[config.mk]
export PLATFORM = sky130hd
export DESIGN_NAME = dual_port_sync_ram_param
export DESIGN_NICKNAME = d
export VERILOG_FILES = /design/src/rtl/dpram_pkg.sv /design/src/rtl/dpram_init_fsm.sv /design/src/rtl/dual_port_sync_ram_param.sv
export SDC_FILE = /design/constraint.sdc
export NUM_CORES = 1
export LEC_CHECK = 0
export CELL_PAD_IN_SITES_DETAIL_PLACEMENT = 1
export CELL_PAD_IN_SITES_GLOBAL_PLACEMENT = 1
export CORE_UTILIZATION = 40
export CTS_CLUSTER_DIAMETER = 150
export DETAILED_ROUTE_END_ITERATION = 8
export GPL_ROUTABILITY_DRIVEN = 0
export PLACE_DENSITY = 0.69
export SYNTH_ARGS = -nofsm -noshare
export SYNTH_HDL_FRONTEND = slang
export SYNTH_SLANG_ARGS = --single-unit
[constraint.sdc]
create_clock -name clk -period 5.25 [get_ports clk]
set_input_delay 1.05 -clock clk [delete_from_list [all_inputs] [get_ports clk]]
set_output_delay 1.05 -clock clk [all_outputs]
set_load 0.005 [all_outputs]
[src/rtl/dpram_pkg.sv]
// Shared types, default sizes and the byte-lane merge helper for the dual-port RAM.
package dpram_pkg;

    typedef enum logic {CLEAR, READY} state_e;

    localparam int unsigned DEF_DATA_WIDTH = 8;
    localparam int unsigned DEF_ADDR_WIDTH = 4;
    localparam int unsigned DEF_DEPTH      = 16;

    // be_merge works on the widest supported word; callers zero-extend and truncate.
    localparam int unsigned MAX_DATA_WIDTH = 1024;
    localparam int unsigned MAX_BYTES      = MAX_DATA_WIDTH / 8;

    typedef logic [MAX_DATA_WIDTH-1:0] word_max_t;
    typedef logic [MAX_BYTES-1:0]      be_max_t;

    function automatic word_max_t be_merge(input word_max_t old_word,
                                           input word_max_t new_word,
                                           input be_max_t   be);
        word_max_t res;
        res = old_word;
        for (int k = 0; k < int'(MAX_BYTES); k++) begin
            if (be[k]) res[8*k +: 8] = new_word[8*k +: 8];
        end
        return res;
    endfunction

endpackage

[src/rtl/dpram_init_fsm.sv]
// Post-reset clear sequencer: walks every address once, then parks in READY.
module dpram_init_fsm
    import dpram_pkg::*;
#(
    parameter int unsigned ADDR_WIDTH = DEF_ADDR_WIDTH,
    parameter int unsigned DEPTH      = DEF_DEPTH
) (
    input  logic                  clk,
    input  logic                  reset,
    output logic                  init_busy,
    output logic                  clr_we,
    output logic [ADDR_WIDTH-1:0] clr_addr
);

    localparam logic [ADDR_WIDTH-1:0] LAST_ADDR = ADDR_WIDTH'(DEPTH - 1);

    state_e                state_q, state_d;
    logic [ADDR_WIDTH-1:0] addr_q, addr_d;

    always_ff @(posedge clk or negedge reset) begin
        if (!reset) begin
            state_q <= CLEAR;
            addr_q  <= '0;
        end else begin
            state_q <= state_d;
            addr_q  <= addr_d;
        end
    end

    always_comb begin
        state_d = state_q;
        addr_d  = addr_q;
        clr_we  = 1'b0;
        unique case (state_q)
            CLEAR: begin
                clr_we = 1'b1;
                if (addr_q == LAST_ADDR) state_d = READY;
                else                     addr_d  = addr_q + 1'b1;
            end
            READY: ;
        endcase
    end

    assign init_busy = (state_q == CLEAR);
    assign clr_addr  = addr_q;

endmodule

[src/rtl/dual_port_sync_ram_param.sv]
// Simple dual-port sync RAM with byte enables, write-first forwarding and a clear sequencer.
// Define DPRAM_OUT_REG_EN to add a second output register stage (read latency 2).
module dual_port_sync_ram_param
    import dpram_pkg::*;
#(
    parameter int unsigned           DATA_WIDTH = DEF_DATA_WIDTH,
    parameter int unsigned           ADDR_WIDTH = DEF_ADDR_WIDTH,
    parameter int unsigned           DEPTH      = DEF_DEPTH,
    parameter logic [DATA_WIDTH-1:0] INIT_VALUE = '0
) (
    input  logic                    clk,
    input  logic                    reset,
    input  logic                    wr_en,
    input  logic [ADDR_WIDTH-1:0]   wr_addr,
    input  logic [DATA_WIDTH-1:0]   wr_data,
    input  logic [DATA_WIDTH/8-1:0] wr_be,
    input  logic                    rd_en,
    input  logic [ADDR_WIDTH-1:0]   rd_addr,
    output logic [DATA_WIDTH-1:0]   rd_data,
    output logic                    rd_valid,
    output logic                    init_busy,
    output logic                    collision
);

    localparam int unsigned IDX_W = (DEPTH > 1) ? $clog2(DEPTH) : 1;
    localparam logic [ADDR_WIDTH:0] DEPTH_W = (ADDR_WIDTH + 1)'(DEPTH);

    typedef logic [DATA_WIDTH-1:0] data_t;

    if ((DATA_WIDTH % 8) != 0 || DATA_WIDTH == 0 || DATA_WIDTH > MAX_DATA_WIDTH) begin : g_bad_width
        $error("DATA_WIDTH must be a non-zero multiple of 8");
    end
    if (DEPTH == 0 || DEPTH > (1 << ADDR_WIDTH)) begin : g_bad_depth
        $error("DEPTH must satisfy 0 < DEPTH <= 2**ADDR_WIDTH");
    end

    data_t mem [DEPTH];

    logic                  clr_we;
    logic [ADDR_WIDTH-1:0] clr_addr;

    dpram_init_fsm #(
        .ADDR_WIDTH (ADDR_WIDTH),
        .DEPTH      (DEPTH)
    ) u_init_fsm (
        .clk       (clk),
        .reset     (reset),
        .init_busy (init_busy),
        .clr_we    (clr_we),
        .clr_addr  (clr_addr)
    );

    logic             wr_in_range, rd_in_range, wr_fire, rd_fire, hit;
    logic [IDX_W-1:0] wr_idx, rd_idx, clr_idx;
    data_t            merged_wr, rd_next;

    assign wr_idx      = wr_addr[IDX_W-1:0];
    assign rd_idx      = rd_addr[IDX_W-1:0];
    assign clr_idx     = clr_addr[IDX_W-1:0];
    assign wr_in_range = ({1'b0, wr_addr} < DEPTH_W);
    assign rd_in_range = ({1'b0, rd_addr} < DEPTH_W);

    // A write with no lanes enabled is treated as absent, so it never flags a collision.
    assign wr_fire   = !init_busy && wr_en && wr_in_range && (wr_be != '0);
    assign rd_fire   = !init_busy && rd_en;
    assign hit       = rd_fire && wr_fire && rd_in_range && (rd_addr == wr_addr);
    assign merged_wr = data_t'(be_merge(word_max_t'(mem[wr_idx]), word_max_t'(wr_data),
                                        be_max_t'(wr_be)));

    always_comb begin
        rd_next = '0;
        if (rd_in_range) rd_next = hit ? merged_wr : mem[rd_idx];
    end

    always_ff @(posedge clk) begin
        if (clr_we)       mem[clr_idx] <= INIT_VALUE;
        else if (wr_fire) mem[wr_idx]  <= merged_wr;
    end

    data_t s1_data_q;
    logic  s1_valid_q, s1_coll_q;

    always_ff @(posedge clk or negedge reset) begin
        if (!reset) begin
            s1_data_q  <= '0;
            s1_valid_q <= 1'b0;
            s1_coll_q  <= 1'b0;
        end else begin
            s1_valid_q <= rd_fire;
            s1_coll_q  <= hit;
            if (rd_fire) s1_data_q <= rd_next;
        end
    end

`ifdef DPRAM_OUT_REG_EN
    data_t s2_data_q;
    logic  s2_valid_q, s2_coll_q;

    always_ff @(posedge clk or negedge reset) begin
        if (!reset) begin
            s2_data_q  <= '0;
            s2_valid_q <= 1'b0;
            s2_coll_q  <= 1'b0;
        end else begin
            s2_valid_q <= s1_valid_q;
            s2_coll_q  <= s1_coll_q;
            if (s1_valid_q) s2_data_q <= s1_data_q;
        end
    end

    assign rd_data   = s2_data_q;
    assign rd_valid  = s2_valid_q;
    assign collision = s2_coll_q;
`else
    assign rd_data   = s1_data_q;
    assign rd_valid  = s1_valid_q;
    assign collision = s1_coll_q;
`endif

endmodule

==> run summary, run 1 <==
After detailed routing, the number of remaining DRC violations is 0. The run gives 0 as the final count of hold timing violations. The pin slew with the least headroom to its limit is 1.02 ns. The run finished with clean final reports. Number of I/O port buffers: 31. The proportion of layout cells with a drive suffix above 1 is 0.165, and the wire length of the first global-routing pass is 20,800 um. The buffer count from post-CTS setup fixing was 0; the max-capacitance violation count was 0. The clock net in this run drives a total of 143 sinks. The analysis attributes to cell leakage a power of 0.00246 uW. The synthesized netlist occupies a cell area of 5910 um2.

For the finished layout, the period the worst path requires is 3.14 ns. By startpoint and endpoint, the worst setup path is classified as input port to register. Setup slack closes at 2.11 ns. For the accumulated negative setup slack, the log shows 0 ns.

Averaged over all synthesized cells, the footprint is 17.9 um2. The die is 124 um tall. The share of the clock period used by the worst path after layout was 0.597.

Counting along the longest clock path gives a buffer depth of 2. The tools report the setup skew after layout as 0.00702 ns. For this run, the number of Yosys warnings is 0. The die covers 15,300 um2. The clock transition time at the flip-flop clock pins of the worst setup and hold paths came out at 0.06 ns. Along the worst path, the maximum fanout reaches 25. The filler cells instantiated in the layout total 1,365. For the number of top-level pins, the log shows 32. The number of hold buffers added after CTS was 0.

For the post-synthesis instance total, the log shows 330. CTS built an H-tree with a depth of 4. OpenSTA, run right after detailed placement, puts the worst setup slack at 1.59 ns. The first detailed-routing pass took 4 iterations.

The type of destination of the critical path is a register. In this run the remaining antenna-violating nets after routing total 0. The floorplan step set the die width to 124 um. The total global-route track usage came out at 0.201.

For the clock buffer count from CTS, the log shows 17. For this run the aggregate overflow at the end of global routing stands at 0. The cell type with the highest aggregate area in the netlist was edfxtp_1. For the via count of the first global-routing pass, the log shows 3,456.

The logs give 386 for the final-stage net count and 8680 um for the detailed placement HPWL. After synthesis, the netlist uses 37 different library cells. The largest vdd supply drop is 0.244 mV, and the antenna diode count is 0. Via-per-instance ratio: 5.58. In the layout the commonest cells are 128 x edfxtp_1, 30 x mux4_2, 29 x clkdlybuf4s50_1, 28 x nor2_1, 18 x a22oi_1. Cell count after placement: 529. The detailed router finished its first iteration with 345 violations. The class of the tightest hold or removal check was register to register. The run gives 0 as the number of slew-limit violations in the final report. The number of gates resized after cts was 0.

TritonCTS built the clock tree. The worst register-to-register path begins at u_init_fsm.state_q. CTS placed an instance of clkbuf_16 at the clock tree root. The logs give 0.714 for the post-synthesis sequential area ratio and 560 for the count of non-filler cells in the finished layout.

Tracing the worst setup path back leads to its startpoint at rd_addr[0]. For the worst-skew pair, the clock arrives at the later sink with an insertion delay of 0.42 ns. The category of the worst setup path launch point is an input port.

Synthesis produced a netlist with a net count of 352. The power density relative to cell area was 362 nW/um2; the highest clock frequency the design can meet was 319 MHz. Leaving out fill and tap cells, the most frequent cell in the layout is edfxtp_1.

By area the synthesized netlist is led by edfxtp_1 65%, mux4_2 11%, dfrtp_1 6.4%. The placeable core region came out at 14,500 um2. The logs give 44 for the number of cell rows and 0 for the final-report setup violation count. Compared with the post-synthesis result, the final layout area differs by 16.0%. The detailed-route via count was 3,122. The data required time of the worst path was 5.52 ns; the share of the synthesized area in the top cell type was 0.650.

The worst endpoint data arrival time came out at 3.41 ns. The startpoint of the lowest-slack hold path was rd_data[1]. The final layout contains routed wiring with a total length of 13,700 um.

The number of synthesized flops with an enable pin works out to 128. The initial standard-cell utilization of the core was 0.408. The synthesized design contains 143 register bits. The worst relative slew slack is 0.319, and the async set-reset flop share out of synthesis is 0.105. The pin count of the biggest net entering global routing was 36. Setup repair after global routing left no endpoint under its margin.

The average detailed-routed wire length per instance is 24.4 um, and the number of antenna violations at the first check in global routing is 0. The most used flip-flop cell after synthesis is edfxtp_1.
cell type report:
cell class / count / area (um2) / share of cell area
multi-input cells: 163 / 1540 / 0.225
well taps: 184 / 230 / 0.0336
clock buffers: 20 / 437 / 0.0637
flip-flops and latches: 143 / 4220 / 0.615
repair buffers: 32 / 308 / 0.0449
clock inverters: 11 / 93.8 / 0.0137
inverters: 7 / 26.3 / 0.00383
critical path, cell delays in order:
cell and delay, ns:
buf_2 0.70, buf_4 0.37, mux4_1 0.59, a22oi_1 0.34, nand2_1 0.12, o21ai_0 0.10, a31oi_1 0.11
stage by stage:
step / total power (uW) / hold WS [ns] / instance area (um2) / util
2_1_floorplan: 1350 / 0.532 / 5910 / -
3_3_place_gp: 1410 / 0.543 / 6330 / 0.437
3_5_place_dp: 1410 / 0.557 / 6330 / 0.437
4_1_cts: 2500 / 0.565 / 6860 / 0.474
5_1_grt: 2560 / 0.589 / 6860 / 0.474
6_report: 2480 / 0.559 / 6860 / 0.474
worst paths after layout:
check                             end  slack [ns]  depth (start not counted)
setup / recovery           rd_data[1]        2.11                          7
hold / removal             rd_data[1]        0.56                          2
setup reg to reg            mem[7][1]        2.85                          3
hold reg to reg            rd_data[1]        0.56                          2
max in group asynchronous  rd_data[5]        3.68                          1
min in group asynchronous   collision        1.08                          1
layer usage:
| layer | global-route usage | wire length (um) | vias to the layer above |
|---|---|---|---|
| met5 | 0 | 0 | - |
| met4 | 0.0663 | 180 | 0 |
| met3 | 0.0590 | 621 | 18 |
| met2 | 0.343 | 7160 | 60 |
| met1 | 0.244 | 5690 | 1653 |
| li1 | - | - | 1391 |
flip-flops by register name, summed over array words and instances, names as in the netlist:
name,count
mem,128
u_init_fsm.clr_addr,4
rd_data,8
u_init_fsm.state_q,1
collision,1
rd_valid,1
power by group:
part / switching (uW) / internal [uW] / leakage [uW]
clock network: 455 / 643 / 0.000245
logic: 76.7 / 56.3 / 0.000660
registers: 4.10 / 1250 / 0.00155
synthesized netlist by cell type (3+ instances only):
cell type,number
buf_1,3
nor3_1,4
nand2_1,11
a22oi_1,18
and2_1,10
a31oi_1,13
buf_2,3
xor2_1,5
nor2b_1,4
inv_1,7
xnor2_1,4
edfxtp_1,128
dfrtp_1,15
clkbuf_1,5
mux4_2,30
o21ai_0,9
nand3_1,8
nor2_1,28
kinds of logic (layout without fill, tap and decap cells):
group,count (synthesis),count (layout),share of synthesized area
XOR/XNOR,11,11,0.0207
AND/OR/NAND/NOR,73,73,0.0610
AO/OA/AOI/OAI,45,45,0.0504
flip-flops,143,143,0.714
multiplexers,33,33,0.127
adder cells (fa/ha/maj),1,1,0.00212
buffers and inverters,24,70,0.0250
No activity file was read; power rests on OpenSTA's default activity.
==> inputs of run 2 (changes only) <==
==> constraint.sdc (replaced) <==
create_clock -name clk -period 2.91 [get_ports clk]
set_input_delay 0.582 -clock clk [delete_from_list [all_inputs] [get_ports clk]]
set_output_delay 0.582 -clock clk [all_outputs]
set_load 0.005 [all_outputs]
==> run 2 against run 1 <==
  * Clock power rose by 100%
  * First-iteration DRC count is 24% lower
  * Combinational power grew 95%
  * Final area grew 3.8%
  * Routed wire length is 1.3% higher
  * Die area is the same
  * Worst hold slack worse by 0.0013 ns
  * Utilization is 1.8 points higher
  * Power rose by 91%
  * Flip-flop and latch count unchanged
  * Final cell count up 3.6%
  * Critical path type unchanged
  * Critical endpoint is now mem[4][4]
  * Largest power group unchanged
  * Highest routed layer unchanged
==> run summary, run 2 (synthesis results as in run 1) <==
The run finished with clean final reports. The power density relative to cell area works out to 666 nW/um2 (+84%). The antenna diode count was 0 (unchanged); the number of buffers on the longest clock path was 2 (unchanged).

The placed cell area was 6520 um2 (+3.0%); the initial standard-cell utilization of the core was 0.408 (unchanged). The final-stage net count was 406 (+5.2%); the summed area of non-filler cells in the final layout was 7120 um2 (+3.8%). The class of the tightest hold or removal check was register to register. The number of I/O port buffers works out to 31 (unchanged). The buffer count from post-CTS setup fixing came out at 0 (unchanged). For the number of DRC violations after detailed-routing iteration 0, the log shows 261 (-24%). The overall overflow remaining after global route came out at 0 (unchanged).

TritonCTS built the clock tree. The final routed wirelength across all metal layers is 13,800 um (+1.3%). Leading cell type in the layout, fill and taps excluded: edfxtp_1. The logs give 0.055 (about the same) for the fraction of power consumed by combinational cells and 143 (unchanged) for the clock sink count. The clock transition time at the flip-flop clock pins of the worst setup and hold paths was 0.06 ns (about the same); the setup skew after layout was 0.0144 ns (+0.00736 ns). The count of non-filler cells in the finished layout is 580 (+3.6%), and the number of slew-limit violations in the final report is 0 (unchanged). Setup repair after global routing left no endpoint under its margin. For the detailed placement HPWL, the log shows 9070 um (+4.4%). STA classifies the critical path startpoint as an input port. The net switching fraction of the power is 0.202 (-0.0143).

The biggest cell delay along the critical path works out to 0.67 ns (-0.03 ns). The flip-flop count of the largest register after layout was 128 (unchanged); the die span in x was 124 um (unchanged). The cell count after placement came out at 549 (+3.8%). The number of cell rows is 44 (unchanged), and the number of hold-repair buffers added at the cts stage is 0 (unchanged). The worst path in the final design needs a cycle of 2.32 ns, including I/O delays and setup.

The area growth from synthesis to layout is 20.4%. Clock buffer count from CTS: 17 (unchanged). The number of nets with antenna violations after detailed routing was 0 (unchanged). Walking the worst path, the cells encountered are clkdlybuf4s50_1, nand3_4, nor2_1, a22oi_1, nor2_1. The startpoint of the lowest-slack hold path was rd_data[7].

For the number of levels in the clock H-tree, the log shows 4 (unchanged). The via-per-instance ratio works out to 5.51 (-1.3%). The highest fanout seen on the critical path is 9 (-64%).

Pin slew with the least headroom to its limit: 0.839 ns (-0.182 ns). The final count of hold timing violations was 0 (unchanged); the final-report setup violation count was 0 (unchanged). For the placeable core region, the log shows 14,500 um2 (unchanged). The run gives 32 (unchanged) as the number of top-level pins.

For the wire length of the first global-routing pass, the log shows 21,200 um (+1.7%). Critical path's top delay family: simple AND/OR/NAND/NOR gates. The accumulated negative setup slack is 0 ns (unchanged).

The switching power total was 956 uW (+78%); the average detailed-routed wire length per instance was 23.8 um (-2.2%). The tools report the timing startpoint of the critical path as wr_en. Ranked by flip-flop count, first place goes to mem. For the number of iterations in the first detailed-routing pass, the log shows 4 (unchanged). The static power due to leakage was 0.00262 uW (+6.7%); the insertion delay to the later sink of the worst-skew pair was 0.42 ns (about the same). The proportion of layout cells with a drive suffix above 1 works out to 0.212 (+0.0472). The tools report the pin count of the biggest net entering global routing as 36 (unchanged). STA classifies the critical path endpoint as a register. The die height was 124 um (unchanged); the area enclosed by the die boundary was 15,300 um2 (unchanged).

The tools report the final core utilization as 0.491 (+0.0178). For the via count of the first global-routing pass, the log shows 3,537 (+2.3%). Number of design rule violations left after detail routing: 0 (unchanged). The type of the worst setup path was input port to register. The tools report the reg-to-reg startpoint as u_init_fsm.state_q.

Number of gates resized after cts: 0 (unchanged). The total global-route track usage was 0.202 (+0.00103); the post-route total power was 4740 uW (+91%). The tree is rooted in a clkbuf_16. The max-capacitance violation count came out at 0 (unchanged).

The largest individual stage delay along the critical path comes from the cell nor2_1. The largest vdd supply drop came out at 0.419 mV (+72%). Leaving out fill and tap cells, the most frequent cells in the layout are 128 x edfxtp_1, 30 x mux4_2, 29 x clkdlybuf4s50_1, 28 x nor2_1. The most numerous cell type found on the critical path is nor2_1. The detailed-route via count is 3,193 (+2.3%), and the worst relative slew slack is 0.439 (+0.119). The logs give 432 MHz for the highest clock frequency the design can meet and 0 (unchanged) for the number of antenna violations at the first check in global routing.

Share of the clock period used by the worst path after layout: 0.796. The worst endpoint data arrival time is 2.35 ns (-1.06 ns), and the fraction of power consumed by sequential logic is 0.476 (-0.028). The tools report the data required time of the worst path as 2.95 ns (-2.57 ns). The clock share of power came out at 0.470 (+0.028).

The tools report the internal portion of total power as 3790 uW (+95%). The tools report the number of fillers in the final layout as 1,369 (+0.29%). The buffering stage count on the worst path with inverters included is 1 (-1).
## run 2: cell count changes in the layout (fill, tap and decap cells not counted)
cell,change
bufinv_16,+3
clkbuf_1,-1
clkinvlp_4,-3
buf_12,+3
buf_4,+17
clkinv_2,+2
clkinv_1,-1
## run 2: per-stage QoR
step | hold WS (ns) | setup slack, ns
2_1_floorplan | 0.286 | 0.960
3_3_place_gp | 0.538 | 0.227
3_5_place_dp | 0.554 | 0.152
4_1_cts | 0.560 | 0.580
5_1_grt | 0.594 | 0.444
6_report | 0.558 | 0.593
## run 2: routing by layer
metal,GRT usage,vias to the layer above,wire (um)
li1,-,1432,-
met1,0.242,1683,5600
met2,0.357,69,7520
met3,0.0461,9,597
met4,0.0685,0,112
met5,0,-,0
## run 2: tightest hold or removal path, stage by stage (launching register included)
cell and delay (ns):
dfrtp_1 0.37, nor2_1 0.10, a31oi_1 0.04
## run 2: final timing paths
kind | endpoint | slack, ns | cells past startpoint
max reg2reg | mem[3][0] | 0.75 | 4
min | rd_data[7] | 0.56 | 2
min in group asynchronous | u_init_fsm.state_q | 0.58 | 1
max | mem[4][4] | 0.59 | 5
max in group asynchronous | rd_data[7] | 1.89 | 1
min reg2reg | rd_data[7] | 0.56 | 2
## run 2: area by class of cell
class / count / area [um2] / share of cell area
clock buffers: 19 / 433 / 0.0608
clock inverters: 12 / 168 / 0.0236
inverters: 7 / 26.3 / 0.00369
multi-input cells: 163 / 1540 / 0.217
flip-flops and latches: 143 / 4220 / 0.593
well taps: 184 / 230 / 0.0324
repair buffers: 52 / 495 / 0.0696
## run 2: power by group through the flow
| stage | Combinational (uW) | Sequential, uW | Clock, uW |
|---|---|---|---|
| floorplan | 137 | 2300 | 0 |
| global placement | 254 | 2300 | 0 |
| detailed placement | 262 | 2300 | 0 |
| CTS | 264 | 2260 | 2260 |
| global route | 281 | 2260 | 2340 |
| finish | 259 | 2260 | 2230 |
